**src/rtl/memshare_bank_responder.sv**
```systemverilog
// rtl/memshare_bank_responder.sv - memShare responder: bank-conflict allocation, IB-LUT reads, per-requestor responses
module memshare_bank_responder #(
    parameter int SHARE_GROUP_SIZE   = 5,
    parameter int RQST_ADDR_BITWIDTH = 2,
    parameter int BANK_NUM           = 4,
    parameter int ROW_ADDR_WIDTH     = 6,
    parameter int DATA_WIDTH         = 4,
    parameter int MAX_ALLOC_SEQ_NUM  = 2,
    parameter int RD_LATENCY         = 1
) (
    input  logic                                         sys_clk,
    input  logic                                         rstn,
    input  logic                                         rqst_valid,
    output logic                                         rqst_ready,
    input  logic [SHARE_GROUP_SIZE-1:0]                  rqst_en,
    input  logic [SHARE_GROUP_SIZE*RQST_ADDR_BITWIDTH-1:0] rqst_col_addr,
    input  logic [SHARE_GROUP_SIZE*ROW_ADDR_WIDTH-1:0]   rqst_row_addr,
    output logic [BANK_NUM-1:0]                          bank_rd_en,
    output logic [BANK_NUM*ROW_ADDR_WIDTH-1:0]           bank_rd_addr,
    input  logic [BANK_NUM*DATA_WIDTH-1:0]               bank_rd_data,
    output logic [SHARE_GROUP_SIZE-1:0]                  rsp_valid,
    output logic [SHARE_GROUP_SIZE*DATA_WIDTH-1:0]       rsp_data,
    output logic                                         rsp_seq_id,
    output logic                                         rsp_done,
    output logic                                         alloc_overflow
);
    localparam int SG = SHARE_GROUP_SIZE;
    localparam int AW = RQST_ADDR_BITWIDTH;
    localparam int RW = ROW_ADDR_WIDTH;
    localparam int DW = DATA_WIDTH;
    localparam int L  = RD_LATENCY;
    localparam logic          SEQ1_ID  = 1'(MAX_ALLOC_SEQ_NUM - 1);
    localparam logic [RW-1:0] ROW_FULL = '1;
    localparam logic [RW-1:0] GP1_MASK = ROW_FULL >> 1;

    typedef enum logic [1:0] {IDLE, SEQ0, SEQ1, DRAIN} state_t;

    state_t                     state_q, state_d;
    logic [SG-1:0]              pending_q, pending_d;
    logic [SG*AW-1:0]           col_q, col_d;
    logic [SG*RW-1:0]           row_q, row_d;
    logic [L-1:0][SG-1:0]       grant_pipe_q, grant_pipe_d;
    logic [L-1:0][SG*AW-1:0]    sel_pipe_q, sel_pipe_d;
    logic [L-1:0]               seq_pipe_q, seq_pipe_d;
    logic [L-1:0]               last_pipe_q, last_pipe_d;
    logic [SG-1:0]              rsp_valid_q, rsp_valid_d;
    logic [SG*DW-1:0]           rsp_data_q, rsp_data_d;
    logic                       rsp_seq_id_q, rsp_seq_id_d;
    logic                       rsp_done_q, rsp_done_d;
    logic                       alloc_overflow_q, alloc_overflow_d;

    logic                       issue;
    logic [RW-1:0]              eff_row [SG];
    logic [BANK_NUM-1:0]        leader_vld;
    logic [RW-1:0]              leader_row [BANK_NUM];
    logic [SG-1:0]              grant, pending_nxt;
    logic [AW-1:0]              rsp_sel;

    assign issue = (state_q == SEQ0) || (state_q == SEQ1);

    // GP1 banks (even column address) ignore the row MSB, so rows differing only there merge.
    always_comb begin
        leader_vld = '0;
        grant      = '0;
        for (int b = 0; b < BANK_NUM; b++) leader_row[b] = '0;
        for (int i = 0; i < SG; i++)
            eff_row[i] = row_q[i*RW +: RW] & (col_q[i*AW] ? ROW_FULL : GP1_MASK);
        // Descending scan leaves the lowest-index pending requestor as each bank's leader.
        for (int i = SG - 1; i >= 0; i--) begin
            if (pending_q[i]) begin
                leader_vld[col_q[i*AW +: AW]] = 1'b1;
                leader_row[col_q[i*AW +: AW]] = eff_row[i];
            end
        end
        for (int i = 0; i < SG; i++)
            if (pending_q[i] && (eff_row[i] == leader_row[col_q[i*AW +: AW]])) grant[i] = 1'b1;
        pending_nxt = pending_q & ~grant;
    end

    always_comb begin
        bank_rd_en   = '0;
        bank_rd_addr = '0;
        for (int b = 0; b < BANK_NUM; b++) begin
            bank_rd_en[b] = issue & leader_vld[b];
            if (bank_rd_en[b]) bank_rd_addr[b*RW +: RW] = leader_row[b];
        end
    end

    always_comb begin
        state_d          = state_q;
        pending_d        = pending_q;
        col_d            = col_q;
        row_d            = row_q;
        alloc_overflow_d = 1'b0;
        case (state_q)
            IDLE: if (rqst_valid) begin
                col_d     = rqst_col_addr;
                row_d     = rqst_row_addr;
                pending_d = rqst_en;
                state_d   = (|rqst_en) ? SEQ0 : DRAIN;
            end
            SEQ0: begin
                pending_d = pending_nxt;
                state_d   = (|pending_nxt) ? SEQ1 : DRAIN;
            end
            SEQ1: begin
                pending_d        = pending_nxt;
                alloc_overflow_d = |pending_nxt;
                state_d          = DRAIN;
            end
            DRAIN: if (rsp_done_q) state_d = IDLE;
            default: state_d = IDLE;
        endcase
    end

    // Grant/select/seq travel alongside the bank read so the last stage lines up with bank_rd_data.
    always_comb begin
        grant_pipe_d    = grant_pipe_q;
        sel_pipe_d      = sel_pipe_q;
        seq_pipe_d      = seq_pipe_q;
        last_pipe_d     = last_pipe_q;
        grant_pipe_d[0] = issue ? grant : '0;
        sel_pipe_d[0]   = col_q;
        seq_pipe_d[0]   = (state_q == SEQ1) ? SEQ1_ID : 1'b0;
        last_pipe_d[0]  = (state_q == SEQ1) || ((state_q == SEQ0) && (pending_nxt == '0));
        for (int k = 1; k < L; k++) begin
            grant_pipe_d[k] = grant_pipe_q[k-1];
            sel_pipe_d[k]   = sel_pipe_q[k-1];
            seq_pipe_d[k]   = seq_pipe_q[k-1];
            last_pipe_d[k]  = last_pipe_q[k-1];
        end
    end

    always_comb begin
        rsp_valid_d  = grant_pipe_q[L-1];
        rsp_data_d   = '0;
        rsp_sel      = '0;
        for (int i = 0; i < SG; i++) begin
            rsp_sel = sel_pipe_q[L-1][i*AW +: AW];
            if (rsp_valid_d[i]) rsp_data_d[i*DW +: DW] = bank_rd_data[rsp_sel*DW +: DW];
        end
        rsp_seq_id_d = (|grant_pipe_q[L-1]) & seq_pipe_q[L-1];
        rsp_done_d   = ((state_q == IDLE) && rqst_valid && (rqst_en == '0)) || last_pipe_q[L-1];
    end

    always_ff @(posedge sys_clk or negedge rstn) begin
        if (!rstn) begin
            state_q          <= IDLE;
            pending_q        <= '0;
            col_q            <= '0;
            row_q            <= '0;
            grant_pipe_q     <= '0;
            sel_pipe_q       <= '0;
            seq_pipe_q       <= '0;
            last_pipe_q      <= '0;
            rsp_valid_q      <= '0;
            rsp_data_q       <= '0;
            rsp_seq_id_q     <= 1'b0;
            rsp_done_q       <= 1'b0;
            alloc_overflow_q <= 1'b0;
        end else begin
            state_q          <= state_d;
            pending_q        <= pending_d;
            col_q            <= col_d;
            row_q            <= row_d;
            grant_pipe_q     <= grant_pipe_d;
            sel_pipe_q       <= sel_pipe_d;
            seq_pipe_q       <= seq_pipe_d;
            last_pipe_q      <= last_pipe_d;
            rsp_valid_q      <= rsp_valid_d;
            rsp_data_q       <= rsp_data_d;
            rsp_seq_id_q     <= rsp_seq_id_d;
            rsp_done_q       <= rsp_done_d;
            alloc_overflow_q <= alloc_overflow_d;
        end
    end

    assign rqst_ready     = (state_q == IDLE);
    assign rsp_valid      = rsp_valid_q;
    assign rsp_data       = rsp_data_q;
    assign rsp_seq_id     = rsp_seq_id_q;
    assign rsp_done       = rsp_done_q;
    assign alloc_overflow = alloc_overflow_q;

endmodule

```
**config.mk**
```make
export PLATFORM = sky130hd
export DESIGN_NAME = memshare_bank_responder
export DESIGN_NICKNAME = d
export VERILOG_FILES = /design/src/rtl/memshare_bank_responder.sv
export SDC_FILE = /design/constraint.sdc
export NUM_CORES = 1
export LEC_CHECK = 0
export ABC_AREA = 1
export BUFFER_PORTS_ARGS = -buffer_cell sky130_fd_sc_hd__buf_4
export CAP_MARGIN = 20
export CORE_ASPECT_RATIO = 0.5
export CORE_MARGIN = 2
export CORE_UTILIZATION = 40
export DETAILED_ROUTE_END_ITERATION = 12
export GPL_ROUTABILITY_DRIVEN = 0
export PLACE_DENSITY = 0.62
export SETUP_SLACK_MARGIN = 0.1
export SYNTH_ARGS = -nofsm -noshare
export SYNTH_HDL_FRONTEND = slang
export SYNTH_SLANG_ARGS = --single-unit
```
**constraint.sdc**
```tcl
create_clock -name sys_clk -period 2.55 [get_ports sys_clk]
set_input_delay 0.255 -clock sys_clk [delete_from_list [all_inputs] [get_ports sys_clk]]
set_output_delay 0.255 -clock sys_clk [all_outputs]
set_load 0.02 [all_outputs]
```
* After elaboration in Yosys (flattened, before gate mapping) *
Cells that the tools add are included.

cells by class
  $lt $le $gt $ge = 20
  equality and inequality tests = 10
  shift-type cells = 5
  multiplexer cells = 78
  bitwise logic cells = 22
  reductions and logical operators = 32

operators with widths
  operator                                                                       count
  6-bit 2-to-1 mux                                                               24
  24-bit 2-to-1 mux                                                              5
  24-bit bitwise mux                                                             4
  16-bit by 5-bit variable part select with 4-bit output                         5
  6-bit binary-select mux with 2-bit select                                      5
  6-bit demux with 2-bit select                                                  5
  4-bit 2-to-1 mux                                                               10
  6-bit AND                                                                      5
  6-bit equality test                                                            5
  24-bit AND                                                                     1
  1-bit logical AND                                                              18
  4-bit bitwise OR                                                               4
  3-bit >= comparator (second input constant)                                    5
  2-bit by 3-bit less-than comparator with 1-bit output (second input constant)  5
  3-bit by 1-bit less-than comparator with 1-bit output (second input constant)  5
  2-bit NOT with 3-bit output                                                    5
  5-bit OR reduction                                                             3
  1-bit 2-to-1 mux                                                               13
  1-bit demux with 2-bit select                                                  5
  2-bit by 1-bit >= comparator with 1-bit output (second input constant)         5
  5-bit zero test                                                                2
  5-bit 2-to-1 mux                                                               2
  5-bit one-hot mux with 2 select lines                                          1
  2-bit one-hot mux with 4 select lines                                          1
  other kinds (12)                                                               24

storage, ports and cells
  flip-flop bits (word level) = 92
  input bits = 64
  output and inout port bits = 57

* Longest topological paths before layout *
Gate-level depths: netlist (run 1).

  word-level depth = 26
  gate-level depth with buffers = 25
  depth with buffers taken out = 24

* Worst setup path before layout (run 1) *
No wires, ideal clock.

  path kind = register -> output
  start point = register state_q[0]
  end point = output port bank_rd_addr[4]
  arrival = 1982 ps
  setup slack = 313 ps
  stages on the path, launching flop included = 8
  path buffers = 1
  cells stage by stage = dfrtp_1 inv_1 ha_1 inv_1 clkbuf_1 a21oi_1 inv_1 a21oi_1

between the ends
  longest elaborated chain between the ends = 4

ends and longest elaborated chain
  element                                                                                       line  source
  from (decl)                                                                                   38    state_t state_q, state_d;
  from (signal assigned)                                                                        162   state_q <= state_d;
  2-bit by 1-bit equality test with 1-bit output / 2-bit equality test (equally long branches)  59    assign issue = (state_q == SEQ0) || (state_q == SEQ1);
  1-bit logical OR *                                                                            59
  1-bit AND *                                                                                   84    bank_rd_en[b] = issue & leader_vld[b];
  net bank_rd_en[0]                                                                             18    output logic [BANK_NUM-1:0] bank_rd_en,
  6-bit 2-to-1 mux *                                                                            85    if (bank_rd_en[b]) bank_rd_addr[b*RW +: RW] = leader_row[b];
  to (decl)                                                                                     19    output logic [BANK_NUM*ROW_ADDR_WIDTH-1:0] bank_rd_addr,

Mark *: on every way through the listed nets, which the timed path passes. The rest lies on a longest branch.

* Worst setup path after layout (run 1) *
  start point = register col_q[4]
  end point = register state_q[0]

between the ends
  longest elaborated chain between the ends = 22

ends and longest elaborated chain
  element                                                                                                                    line    source
  from (decl)                                                                                                                40      logic [SG*AW-1:0] col_q, col_d;
  from (signal assigned)                                                                                                     164     col_q <= col_d;
  2-bit NOT with 3-bit output (implied by the code)                                                                          72, 76
  3-bit >= comparator (implied by the code) / 3-bit by 1-bit less-than comparator with 1-bit output (equally long branches)  72      leader_row[col_q[i*AW +: AW]] = eff_row[i];
  1-bit logical AND (implied by the code)                                                                                    72
  6-bit 2-to-1 mux (implied by the code)                                                                                     72
  6-bit demux with 2-bit select                                                                                              72
  24-bit bitwise mux                                                                                                         72
  24-bit 2-to-1 mux                                                                                                          70      if (pending_q[i]) begin
  24-bit bitwise mux                                                                                                         72
  (+6 left out)                                                                                                              -
  6-bit equality test                                                                                                        76      if (pending_q[i] && (eff_row[i] == leader_row[col_q[i*AW +: AW]])) grant[i] = 1'b1;
  1-bit logical AND                                                                                                          76
  1-bit 2-to-1 mux                                                                                                           76
  5-bit NOT *                                                                                                                77      pending_nxt = pending_q & ~grant;
  5-bit AND *                                                                                                                77
  5-bit OR reduction *                                                                                                       104     state_d = (|pending_nxt) ? SEQ1 : DRAIN;
  1-bit 2-to-1 mux *                                                                                                         104
  2-bit one-hot mux with 4 select lines *                                                                                    95      case (state_q)

Every way passes the cells marked *; elsewhere a longest branch is shown, timed or not. The select of a mux whose other input is x is not followed.
A chain may end at the register's enable or synchronous reset.

==> results.yml, run 1 <==
logic_synthesis:
  synth_area_leader_cell: "dfrtp_1"
  synth.yosys.warnings: 0
  synth_area_leaders: "dfrtp_1 35%, nand2_1 21%, inv_1 6.7%"
  synth.distinct_cells: 35
  yosysSeqAreaShare_pct: 35.0
  syn_avg_cell_area_um2: 6.39
  synthArstFlopShare_pct: 100
  ys_ff_latch: 92
  yosysTopAreaCellShare_pct: 35.0
  synth_ff_type: "dfrtp_1"
  synth-edff-count: 0
  synthCells: 1028
  syn_area_mm2: 0.00657
worst_setup_path:
  critPathArrivalTime_ps: 2920
  crit_type: "flip-flop to flip-flop"
  worstSetupStartpointType: "flip-flop"
  cp-end-kind: "flip-flop"
  cp_max_fo: 7
  cp.required_ps: 2860
finish:
  syn_to_final_growth_pct: 45.7
  fillers: 1512
  final_nets: 1320
  post_route_cells_drive_above_1_share_pct: 36.7
  num_antenna_cells: 0
place:
  place_ws_ps: -177
  place_hpwl_mm: 20.0
  port_buffers: 118
floorplan:
  initial_utilization_pct: 40.5
  fp.dieH_um: 94.6
  placementRows: 33
  pin_count: 121
  die_w_um: 185
  core_mm2: 0.0162
  fp.dieArea_mm2: 0.0175
global_routing:
  grt_pass1_vias: 7182
  grt_max_degree: 51
  grt_pass1_wl_mm: 39.5
  antenna_found_initial: 0
  grt_overflow: 0
  grt_use_total_pct: 30.1
min_path:
  hp-class: "input port to flip-flop"
clock_tree:
  clk_path_buf_depth: 2
  cts_buffers: 9
  root_buffer: "clkbuf_16"
  insertion_delay_ps: 360
  cts.sinks: 92
  clkSlewWorstSetupHoldPaths_ps: 80
  htree_levels: 3
  cts_tree: "built"
sta:
  setup_viol_count_final: 2
  maxSlewHeadroom_pct: 62.1
  rsz0062_at_grt: "true"
  fmax_mhz: 383
  layout_min_cycle_time_ps: 2610
  fin_worst_skew_ps: 12.1
  hold_violations: 0
  worst_pin_slew_ps: 569
  fin_ws_ps: -59.9
  hold_ws_ps: 99.0
  finalCritPeriodShare_pct: 102
  drv_slew: 0
detailed_routing:
  num_vias: 8209
  routed_wl_mm: 27.2
  drc: 0
  via_per_inst: 5.53
  first_pass_iters: 7
  drtIter0Drc: 1258
  wl_per_cell_um: 18.3
  antenna_left: 0
run_status:
  status: "finished with violations"
  failed_checks: "negative setup slack"
power:
  peakVddDrop_mv: 0.541
  power_density_mw_per_mm2: 1530
  power_leakage_nw: 4.91
run:
  cap_violations: 0
==> sequential cells by signal, indices dropped and copies added, names as in the netlist <==
register and flops:
sel_pipe_q 10, col_q 10, rsp_seq_id 1, state_q 2
rsp_data 20, row_q 30, last_pipe_q 1, pending_q 5
rsp_valid 5, seq_pipe_q 1, alloc_overflow 1, grant_pipe_q 5
rsp_done 1
==> where the power goes <==
part	switching [mW]	total [mW]	internal, mW
registers	0.808	2.82	2.01
logic	6.45	10.5	4.04
clock network	0.679	1.39	0.709
total	7.94	14.7	6.76
==> synth_stat cells, types with 4 or more instances <==
| library cell | count |
|---|---|
| nor3_1 | 6 |
| buf_4 | 4 |
| nand2_1 | 372 |
| buf_6 | 4 |
| o22ai_1 | 5 |
| o21ai_0 | 78 |
| nand3_1 | 77 |
| o211ai_1 | 20 |
| inv_1 | 118 |
| nand2_2 | 17 |
| inv_2 | 11 |
| ha_1 | 4 |
| nor2_2 | 4 |
| a21oi_1 | 79 |
| nor2_1 | 50 |
| o21ai_1 | 7 |
| clkbuf_2 | 5 |
| nor2_4 | 10 |
| clkbuf_1 | 19 |
| nand4_1 | 26 |
| dfrtp_1 | 92 |
==> kinds of logic (layout without fill, tap and decap cells) <==
family	count (synthesis)	in the layout	synth area share, %
AOI/OAI and AO/OA	194	194	15.8
adders and majority gates	4	4	0.762
buffers and inverters	166	393	10.4
DFF	92	92	35.0
other	1	2	0.0571
and+or+nand+nor	571	572	38.0
==> placed cells by master (no fill, tap or decap), types with 3 or more instances in the layout <==
cell type | synthesis | routed
o21ai_0 | 78 | 74
nor2_4 | 10 | 17
nand2_4 | 0 | 22
o21ai_2 | 1 | 5
nor2_2 | 4 | 11
nand3b_1 | 3 | 3
buf_12 | 0 | 4
inv_1 | 118 | 107
o211ai_1 | 20 | 20
buf_4 | 4 | 217
inv_2 | 11 | 21
nand3_4 | 0 | 4
nand2_1 | 372 | 293
nand4_1 | 26 | 26
dfrtp_1 | 92 | 84
nand3_2 | 3 | 21
nand2_2 | 17 | 74
buf_6 | 4 | 24
nor2_1 | 50 | 37
o21ai_1 | 7 | 7
o22ai_1 | 5 | 5
nor3_2 | 1 | 4
a21oi_1 | 79 | 72
a21oi_2 | 0 | 7
clkbuf_16 | 0 | 9
ha_1 | 4 | 4
nand3_1 | 77 | 55
dfrtp_2 | 0 | 8
==> per-layer routing <==
layer	GRT usage, %	wire [um]	vias up
met5	0	0	-
met4	11.6	1130	0
met3	8.06	3290	121
met2	44.3	11300	597
met1	42.1	11500	3722
li1	-	-	3769
==> through the flow <==
stage | cell area, um^2 | utilization, % | TNS (ps) | power (mW) | std cells
5_1_grt | 9580 | 59.0 | -651 | 15.6 | 1484
3_5_place_dp | 8320 | 51.3 | -690 | 11.0 | 1434
6_report | 9580 | 59.0 | -92.2 | 14.7 | 1484
2_1_floorplan | 6580 | - | 0 | 7.58 | 1029
3_3_place_gp | 8320 | 51.3 | -309 | 10.9 | 1434
4_1_cts | 8790 | 54.2 | 0 | 12.7 | 1456
==> cell type report <==
class / instances / area (um^2) / share of cell area, %
flip-flops and latches: 92 / 2310 / 24.1
well taps: 227 / 284 / 2.96
clock inverters: 6 / 55.1 / 0.575
clock buffers: 10 / 239 / 2.49
inverters: 131 / 499 / 5.21
repair buffers: 246 / 1990 / 20.8
multi-input cells: 772 / 4200 / 43.8
==> worst paths after layout <==
path | depth (start not counted) | from | endpoint | slack (ps)
setup / recovery | 23 | col_q[4] | state_q[0] | -60
hold / removal | 3 | rqst_row_addr[29] | row_q[29] | 100
setup reg to reg | 23 | col_q[4] | state_q[0] | -60
hold reg to reg | 0 | grant_pipe_q[3] | rsp_valid[3] | 370
max in group asynchronous | 3 | rstn | row_q[6] | 1460
min in group asynchronous | 2 | rstn | row_q[19] | 420
==> repair_timing <==
item / 4_1_cts / 5_1_grt
endpoints found under the hold margin: 39 / 0
gates cloned: 0 / 1
buffers inserted: 5 / 28
gates resized for setup: 37 / 177
pin swaps: 10 / 84
hold buffers: 1 / 0
endpoints found under the setup margin: 26 / 32
==> worst max-delay path, cell delays in order, from the launching register on <==
cell and delay [ps]:
dfrtp_2 450, buf_4 150, nor2_4 120, nand2_4 120
buf_12 160, o21ai_2 90, inv_1 50, nand2_2 80
nand2_2 70, nand2_4 150, nand2_2 60, nand2_1 70
inv_1 50, nand3_1 90, nand2_1 70, nor2_1 120
nand3_2 150, nand2_2 110, nand2_2 60, nor2_4 110
nand2_1 70, nand3_1 60, nand2_1 60, inv_1 50
No activity file was read; power rests on OpenSTA's default activity.
==> run 2: changes to the inputs <==
--- a/config.mk
+++ b/config.mk
@@ -5,7 +5,6 @@
 export SDC_FILE = /design/constraint.sdc
 export NUM_CORES = 1
 export LEC_CHECK = 0
-export ABC_AREA = 1
 export BUFFER_PORTS_ARGS = -buffer_cell sky130_fd_sc_hd__buf_4
 export CAP_MARGIN = 20
 export CORE_ASPECT_RATIO = 0.5
==> run 2 against run 1 <==
Compared with the run above:
- the flow still finishes with violations (negative setup slack)
- sequential share of layout area down 1.7 points
- sequential cell count stayed put
- die area is 0.79% lower
- clock skew is 1.7 ps higher
- total power decreased by 10%
- clock-buffer cell count down 1
- critical path depth is 10 lower
- first-iteration DRC count down 44%
==> results.yml, run 2 <==
detailed_routing:
  via_per_inst: 5.79
  wl_per_cell_um: 20.5
  drc: 0
  first_pass_iters: 6
  drtIter0Drc: 699
  routed_wl_mm: 25.9
  num_vias: 7319
  antenna_left: 0
logic_synthesis:
  synth-edff-count: 0
  synth_ff_type: "dfrtp_1"
  yosysTopAreaCellShare_pct: 35.3
  synth.yosys.warnings: 0
  syn_area_mm2: 0.00652
  synth_top_family_by_area: "simple AND/OR/NAND/NOR gates"
  synth.distinct_cells: 78
  synth_compound_area_share_pct: 19.1
  syn_avg_cell_area_um2: 8.89
  yosysSeqAreaShare_pct: 35.3
  synthSimpleGateAreaFrac_pct: 24.9
  yosysMostFrequentCell: "nand2_1"
  synth_area_leaders: "dfrtp_1 35%, mux4_2 10%, nand2_1 9.6%"
  ys_ff_latch: 92
  synth-adder-area-share_pct: 0.768
  synthArstFlopShare_pct: 100
  synth_xor_area_share_pct: 4.17
  post_synth_mux_area_share_pct: 10.9
  synth_area_leader_cell: "dfrtp_1"
  netlist_top_cells_count: "166 x nand2_1, 92 x dfrtp_1, 43 x nor2_1"
  synthCells: 733
clock_tree:
  root_buffer: "clkbuf_16"
  clk_path_buf_depth: 2
  htree_levels: 3
  cts_tree: "built"
  insertion_delay_ps: 360
  cts_buffers: 9
  clkSlewWorstSetupHoldPaths_ps: 80
  cts.sinks: 92
finish:
  fin_cells: 1263
  final_area_mm2: 0.0104
  post_route_cells_drive_above_1_share_pct: 49.9
  final_nets: 1106
  top_register: "row_q"
  layout_common_cells: "304 x buf_4, 151 x nand2_1, 78 x dfrtp_1, 32 x buf_6, 29 x mux4_2"
  largest_reg_flops: 30
  final_util_pct: 66.1
  final_common_cell: "buf_4"
  num_antenna_cells: 0
  syn_to_final_growth_pct: 58.8
  fillers: 1203
power:
  power_leakage_nw: 4.85
  peakVddDrop_mv: 0.564
  power_mw: 13.2
  power_density_mw_per_mm2: 1270
sta:
  finalCritPeriodShare_pct: 124
  fin_worst_skew_ps: 13.8
  fmax_mhz: 316
  rsz0062_at_grt: "true"
  worst_pin_slew_ps: 739
  fin_setup_tns_ps: -5340
  maxSlewHeadroom_pct: 50.7
  layout_min_cycle_time_ps: 3160
  hold_ws_ps: 79.1
  fin_ws_ps: -613
  hold_violations: 0
  drv_slew: 0
  setup_viol_count_final: 22
floorplan:
  fp.dieArea_mm2: 0.0174
  placementRows: 32
  die_w_um: 185
  pin_count: 121
  fp.dieH_um: 94.3
  core_mm2: 0.0157
  initial_utilization_pct: 41.6
place:
  dp_cells: 1204
  place_area_mm2: 0.00895
  place_ws_ps: -603
  port_buffers: 118
  place_hpwl_mm: 19.0
worst_setup_path:
  crit_path_start: "pending_q[3]"
  crit_chain: "and3b_2 -> buf_4 -> o32a_1 -> a211o_1 -> buf_4 -> a22oi_2 -> xnor2_1 -> mux2i_1 -> a2111oi_4 -> a21boi_1 -> nor4_2 -> buf_4 -> o21ba_1"
  r2r_slack_ps: -610
  worst_path_most_repeated_cell: "buf_4"
  crit_type: "flip-flop to flip-flop"
  worstReg2RegEnd: "state_q[0]"
  critPathArrivalTime_ps: 3450
  regToRegStartpoint: "pending_q[3]"
  cp.required_ps: 2840
  cp_max_fo: 6
  cp-end-kind: "flip-flop"
  cpPeakStageDelay_ps: 480
  r2r_cells: 13
  crit_path_top_delay_cell: "dfrtp_2"
  crit_end: "state_q[0]"
  worstSetupStartpointType: "flip-flop"
global_routing:
  grt_pass1_wl_mm: 38.8
  busiest_layer: "met2"
  grt_use_total_pct: 29.8
  grtUsageMet3_pct: 8.18
  grt_max_degree: 58
  globalRouteMet2Util_pct: 44.5
  grt_pass1_vias: 7074
  gr-usage-met1_pct: 41.0
  grt_overflow: 0
  antenna_found_initial: 0
min_path:
  min_path_cells: 3
  hp-class: "input port to flip-flop"
run_status:
  failed_checks: "negative setup slack"
  status: "finished with violations"
run:
  cap_violations: 0
## run 2: changes by cell type in the layout (fill, tap and decap cells not counted), moves of 29 or more
| cell | previous run | this run |
|---|---|---|
| nand2_1 | 293 | 151 |
| buf_4 | 217 | 304 |
| nand3_1 | 55 | 11 |
| mux4_2 | 0 | 29 |
| nand2_2 | 74 | 11 |
| o21ai_0 | 74 | 17 |
| inv_1 | 107 | 16 |
| a21oi_1 | 72 | 13 |
## run 2: worst max-delay path, delay by kind of cell (launching register included)
kind	cells	cell delay (ps)
AO/OA/AOI/OAI	6	1330
AND/OR/NAND/NOR	2	530
buffers and inverters	3	460
flip-flops	1	480
multiplexers	1	130
XOR/XNOR	1	150
## run 2: layout make-up
class | count | area [um^2] | share of cell area (%)
clock buffer | 9 | 225 | 2.17
clock inverter | 6 | 96.3 | 0.930
inverter | 17 | 63.8 | 0.616
multi-input combinational | 573 | 4580 | 44.2
sequential | 92 | 2320 | 22.4
tap | 221 | 277 | 2.67
timing repair buffer | 345 | 2800 | 27.0
## run 2: worst min-delay path by stage
stage | start | endpoint
6_report | rqst_row_addr[2] | row_q[2]
5_1_grt | rqst_row_addr[9] | row_q[9]
4_1_cts | rqst_row_addr[2] | row_q[2]
3_3_place_gp | rstn | row_q[8]
3_5_place_dp | rstn | row_q[8]
2_1_floorplan | rstn | alloc_overflow
## run 2: power by group
part / leakage (nW) / internal, mW / switching, mW / total [mW]
Combinational: 3.52 / 4.41 / 4.53 / 8.94
Sequential: 1.18 / 1.97 / 0.754 / 2.72
Clock: 0.154 / 0.868 / 0.651 / 1.52
## run 2: what timing repair did
item                                   CTS  global route
buffers inserted                        22            21
setup endpoints to repair               33            34
gates resized for setup                116            64
pin swaps                               32            39
hold buffers                             1             0
endpoints found under the hold margin   11             0
gates cloned                             0             0
## run 2: logic make-up after synthesis
kind of cell	Yosys count
other	1
adders and majority gates	4
buffers and inverters	69
DFF	92
AOI/OAI and AO/OA	166
muxes	35
xor gates and xnor gates	31
and+or+nand+nor	335
## run 2: per-layer routing
layer	routed length, um	vias to the layer above
li1	-	3271
met2	11000	475
met5	0	-
met1	11200	3468
met3	2740	105
met4	961	0
